===== src/rtl/ncpu32k_ie_lsu.sv =====
// Pipelined load/store unit: issues bus commands, tracks up to DEPTH ops in flight
// and retires them to WB in issue order with alignment, extension and exceptions.
module ncpu32k_ie_lsu #(
    parameter int DEPTH                 = 2,
    parameter bit ENABLE_PIPEBUF_BYPASS = 1'b1
) (
    input  logic        clk,
    input  logic        rst_n,
    input  logic        ieu_lsu_in_valid,
    output logic        ieu_lsu_in_ready,
    input  logic [31:0] ieu_operand_1,
    input  logic [31:0] ieu_operand_2,
    input  logic [31:0] ieu_operand_3,
    input  logic        ieu_lsu_load,
    input  logic        ieu_lsu_store,
    input  logic [2:0]  ieu_lsu_size,
    input  logic        ieu_lsu_signed,
    output logic        dbus_cmd_valid,
    input  logic        dbus_cmd_ready,
    output logic [31:0] dbus_cmd_addr,
    output logic        dbus_cmd_we,
    output logic [3:0]  dbus_cmd_wmsk,
    output logic [31:0] dbus_cmd_dat,
    input  logic        dbus_rsp_valid,
    output logic        dbus_rsp_ready,
    input  logic [31:0] dbus_rsp_dat,
    input  logic        dbus_rsp_err,
    output logic        wb_lsu_in_valid,
    input  logic        wb_lsu_in_ready,
    output logic [31:0] lsu_wb_dat,
    output logic        lsu_wb_we,
    output logic [1:0]  lsu_wb_exc,
    output logic        lsu_busy
);
    localparam int AW = (DEPTH > 1) ? $clog2(DEPTH) : 1;
    localparam int CW = $clog2(DEPTH + 1);

    typedef struct packed {
        logic       load;
        logic       sgn;
        logic [2:0] size;
        logic [1:0] a;
        logic       exc;
    } ent_t;

    ent_t          fifo_q [DEPTH];
    logic [AW-1:0] rd_q, wr_q;
    logic [CW-1:0] cnt_q;

    logic        mem, mis, sz_b, sz_h, sz_w, full, space, push, pop, ok_ld;
    logic [1:0]  a;
    logic [31:0] w, ext;
    ent_t        head;

    assign mem  = ieu_lsu_load | ieu_lsu_store;
    assign sz_b = (ieu_lsu_size == 3'd1);
    assign sz_h = (ieu_lsu_size == 3'd2);
    assign sz_w = (ieu_lsu_size == 3'd4);
    assign dbus_cmd_addr = ieu_operand_1 + ieu_operand_2;
    assign a    = dbus_cmd_addr[1:0];
    assign mis  = mem & (~(sz_b | sz_h | sz_w) | (sz_h & a[0]) | (sz_w & (a != 2'b00)));

    assign full     = (cnt_q == CW'(DEPTH));
    assign lsu_busy = (cnt_q != '0);
    assign head     = fifo_q[rd_q];

    assign wb_lsu_in_valid = lsu_busy & (head.exc | dbus_rsp_valid);
    assign dbus_rsp_ready  = lsu_busy & ~head.exc & wb_lsu_in_ready;
    assign pop             = wb_lsu_in_valid & wb_lsu_in_ready;

    // A retiring head frees its slot for the incoming op in the same cycle.
    assign space            = ~full | (ENABLE_PIPEBUF_BYPASS & pop);
    assign ieu_lsu_in_ready = ~mem | (space & (mis | dbus_cmd_ready));
    assign dbus_cmd_valid   = ieu_lsu_in_valid & mem & ~mis & space;
    assign dbus_cmd_we      = ieu_lsu_store;
    assign push             = ieu_lsu_in_valid & ieu_lsu_in_ready & mem;

    always_comb begin
        dbus_cmd_wmsk = 4'h0;
        dbus_cmd_dat  = ieu_operand_3;
        if (sz_b) begin
            dbus_cmd_wmsk = 4'b0001 << a;
            dbus_cmd_dat  = {4{ieu_operand_3[7:0]}};
        end else if (sz_h) begin
            dbus_cmd_wmsk = 4'b0011 << a;
            dbus_cmd_dat  = {2{ieu_operand_3[15:0]}};
        end else if (sz_w) begin
            dbus_cmd_wmsk = 4'hF;
        end
        if (!ieu_lsu_store)
            dbus_cmd_wmsk = 4'h0;
    end

    always_comb begin
        w   = dbus_rsp_dat >> {head.a, 3'b000};
        ext = w;
        case (head.size)
            3'd1:    ext = {{24{head.sgn & w[7]}}, w[7:0]};
            3'd2:    ext = {{16{head.sgn & w[15]}}, w[15:0]};
            default: ext = w;
        endcase
    end

    assign ok_ld      = wb_lsu_in_valid & head.load & ~head.exc & ~dbus_rsp_err;
    assign lsu_wb_we  = ok_ld;
    assign lsu_wb_dat = ok_ld ? ext : 32'h0;
    assign lsu_wb_exc = ~wb_lsu_in_valid ? 2'b00 :
                        head.exc         ? 2'b01 :
                        dbus_rsp_err     ? 2'b10 : 2'b00;

    always_ff @(posedge clk) begin
        if (push)
            fifo_q[wr_q] <= '{load: ieu_lsu_load, sgn: ieu_lsu_signed,
                              size: ieu_lsu_size, a: a, exc: mis};
    end

    always_ff @(posedge clk or negedge rst_n) begin
        if (!rst_n) begin
            rd_q  <= '0;
            wr_q  <= '0;
            cnt_q <= '0;
        end else begin
            if (push)
                wr_q <= (wr_q == AW'(DEPTH - 1)) ? '0 : wr_q + AW'(1);
            if (pop)
                rd_q <= (rd_q == AW'(DEPTH - 1)) ? '0 : rd_q + AW'(1);
            case ({push, pop})
                2'b10:   cnt_q <= cnt_q + CW'(1);
                2'b01:   cnt_q <= cnt_q - CW'(1);
                default: cnt_q <= cnt_q;
            endcase
        end
    end
endmodule


===== config.mk =====
export PLATFORM = sky130hd
export DESIGN_NAME = ncpu32k_ie_lsu
export DESIGN_NICKNAME = d
export VERILOG_FILES = /design/src/rtl/ncpu32k_ie_lsu.sv
export SDC_FILE = /design/constraint.sdc
export NUM_CORES = 1
export LEC_CHECK = 0
export ABC_CLOCK_PERIOD_IN_PS = 2900
export BUFFER_PORTS_ARGS = -buffer_cell sky130_fd_sc_hd__buf_4
export CORE_ASPECT_RATIO = 1.1
export CORE_MARGIN = 5
export CORE_UTILIZATION = 40
export CTS_CLUSTER_DIAMETER = 80
export CTS_CLUSTER_SIZE = 25
export DETAILED_ROUTE_END_ITERATION = 7
export PLACE_DENSITY_LB_ADDON = 0.25
export SYNTH_ARGS = -nofsm -noshare
export SYNTH_HDL_FRONTEND = slang
export SYNTH_SLANG_ARGS = --single-unit

===== constraint.sdc =====
create_clock -name clk -period 2.9 [get_ports clk]
set_input_delay 0.58 -clock clk [delete_from_list [all_inputs] [get_ports clk]]
set_output_delay 0.58 -clock clk [all_outputs]
set_load 0.02 [all_outputs]

==> reports/metrics.yaml <==
status:
  status: "finished, violations left"
  violations: "negative setup slack"
pwr:
  leakagePower_nw: 3.467
  peakVddDrop_mv: 0.3049
  power_density_nw_per_um2: 449.2
cts:
  cts_hold_buf: 0
  clock-root-buffer: "clkbuf_8"
  cts_tree: "yes"
  h-tree-depth: 1
  clk_path_buf_depth: 2
  clock_sinks: 20
  clk_pin_slew_ns: 0.07
  worstSkewPairLatency_ns: 0.26
  cts_made_buffers: 3
worst_setup_path:
  critPathKind: "in -> out"
  max_stage_delay_ns: 0.36
  cp_slowest_cell: "o311ai_4"
  cp.arrival_ns: 2.75
  worstSetupStartpointType: "input port"
  worstPathRequired_ns: 2.32
  crit_chain: "buf_6, ha_4, inv_2, fa_2, nor2b_4, o2111ai_4, a211oi_4, o41ai_4, o311ai_4, a31oi_2, xnor2_2, buf_4"
  crit_path_max_fanout: 2
  critPathCaptureType: "output port"
sta:
  setup_viol: 36
  hold_ws_ns: 0.1083
  worst_slew_margin_rel: 0.6485
  rsz0062_at_grt: "true"
  worst_pin_slew_ns: 0.5273
  period_minus_slack_ns: 3.325
  finalClockSkew_ns: 0.003350
  finalHoldViolCount: 0
  worst_slack_ns: -0.4252
  fmax_mhz: 300.7
  finalSetupTns_ns: -5.262
  final-max-slew-violation-count: 0
  period_share: 1.147
yosys:
  ys_ff_latch: 20
  ys_types: 54
  synth-main-ff-cell: "edfxtp_1"
  synth-edff-count: 16
  synth_top_area_frac: 0.1234
  syn_area_per_cell_um2: 7.121
  synth_nets: 725
  ys_async_sr_fraction: 0.2000
  synthTopCellsByArea: "edfxtp_1 12%, ha_1 12%, nand2_1 9.9%"
  synth_largest_area_cell: "edfxtp_1"
  ys_seq_area_frac: 0.1491
  yosys_warnings: 0
  netlist_area_um2: 3895
  syn_inst: 547
floorplanning:
  die-area_um2: 11810
  std_cell_rows: 37
  die_w_um: 104.1
  start_util: 0.4124
  core_area_um2: 9444
  num_io_pins: 250
  die_h_um: 113.5
place:
  place_inst: 955
  routabilityCongestion: 0.9478
  io_buffers: 249
  hpwl_um: 12850
cells_and_area:
  num-fill-cells: 626
  final_util: 0.7776
  seqCellArea_um2: 581.8
  instances_no_fill: 979
  syn2layout_area_growth_pct: 88.53
  nets: 1041
  n_antenna_cell: 0
  drive_above_1_share: 0.5476
  multi_input_area_um2: 3742
global_route:
  met3_usage: 0.05546
  use_met2: 0.5021
  grt_pass1_vias: 5569
  grt_max_degree: 32
  grt-ovfl-total: 0
  antenna_found_initial: 0
  grt_busiest_layer: "met2"
  grt_pass1_wl_um: 26510
  global_route.usage.met1: 0.2773
  track_usage: 0.2614
detailed_routing:
  wirelength_um: 17080
  drc: 0
  final_antenna_net_count: 0
  dr_total_vias: 5485
  drtIter0Drc: 226
  via_per_inst: 5.603
  wire_per_inst_um: 17.45
  firstDrtPassIters: 5
flow_run:
  max_cap_viol_count: 0
worst_hold_path:
  hold_path.class: "in -> async"
cell usage after synthesis, drive strengths merged (2+ instances only):
cell type    n
nand2b       6
ha          36
and3         3
nor3         9
o21a         9
a22oi       10
clkbuf      20
mux2i       12
nor2b       15
and2         7
dfrtp        4
a21o        10
nand3       10
xnor2       28
edfxtp      16
mux2         9
a31oi        7
a211oi      22
nand2      103
o2111ai      2
nor4         2
o21ai       36
inv         14
xor2        10
buf         18
o22ai        2
nor2        35
a21oi       64
o211ai      10
o21bai       2
metrics by stage:
step / setup WS [ns] / instance area (µm²) / power, W
after global placement: -0.4850 / 6502 / 0.002654
final: -0.4252 / 7343 / 0.003298
after CTS: -0.4353 / 7019 / 0.003119
after detailed placement: -0.5206 / 6502 / 0.002695
after floorplan: -0.1932 / 4071 / 0.001801
after global routing: -0.5344 / 7343 / 0.003494
sequential cells by signal, summed over array words and instances, names as in the netlist:
register,cells
fifo_q,16
cnt_q,2
rd_q,1
wr_q,1
repair_timing:
action	4_1_cts	5_1_grt
buffers inserted	13	10
pin swaps	43	33
endpoints found under the setup margin	46	48
gates resized for setup	68	64
gates cloned	1	0
final cells by class:
type | instances | share of cell area
multi-input cells | 476 | 0.5096
repair buffers | 348 | 0.3743
flip-flops and latches | 20 | 0.07923
well taps | 117 | 0.01994
inverters | 14 | 0.007156
clock buffers | 3 | 0.005623
clock inverters | 1 | 0.004089
power by group:
part	leakage (nW)	internal [W]	total (W)	switching [W]
Sequential	0.193	0.000391	0.000461	0.0000704
Clock	0.0357	0.000184	0.000272	0.0000873
Combinational	3.24	0.00118	0.00257	0.00139
Total	3.47	0.00175	0.00330	0.00155
cells by family (layout without fill, tap and decap cells):
logic type	after synthesis	count (layout)	share of synthesized area
buffers and inverters	52	366	0.06393
flip-flops	20	20	0.1491
AO/OA/AOI/OAI	183	184	0.2984
multiplexers	21	21	0.06007
AND/OR/NAND/NOR	196	196	0.2223
adder cells (fa/ha/maj)	37	37	0.1208
XOR/XNOR	38	38	0.08545
worst paths after layout:
path	startpoint	cells past startpoint	slack (ns)	endpoint
max in group asynchronous	rst_n	1	2.68	rd_q
min reg2reg	wr_q	1	0.51	wr_q
min in group clk	wr_q	1	0.51	wr_q
max	ieu_operand_2[0]	12	-0.43	dbus_cmd_addr[28]
min	rst_n	1	0.11	cnt_q[0]
max reg2reg	rd_q	10	0.46	cnt_q[1]
metal layers:
metal | up-vias | routed length [µm]
li1 | 2593 | -
met1 | 2533 | 6175
met2 | 303 | 8897
met3 | 56 | 1386
met4 | 0 | 620
met5 | - | 0
worst max-delay path, delay by kind of cell:
kind	cells	cell delay (ns)
AO/OA/AOI/OAI	5	1.11
adder cells (fa/ha/maj)	2	0.48
buffers and inverters	3	0.26
AND/OR/NAND/NOR	1	0.15
XOR/XNOR	1	0.14
layout by cell type (no fill, tap or decap), types with 4 or more instances in the layout:
master    instances
ha_1             23
o211ai_1         10
edfxtp_1         16
ha_4             10
a211oi_2          6
nand2b_1          4
nor3_1            8
buf_6            31
o21ai_0          28
mux2i_1           9
a211oi_1         15
xnor2_1          14
nand2_1         100
xor2_1            9
mux2_2            9
and2_1            5
xnor2_2          14
a22oi_1          10
nor2_1           32
a21o_1           10
inv_1            13
o21a_1            9
a21oi_1          33
a21oi_2          28
nand3_1           9
o21ai_2           5
nor2b_1          14
buf_4           315
Power figures use the tool's default switching activity.
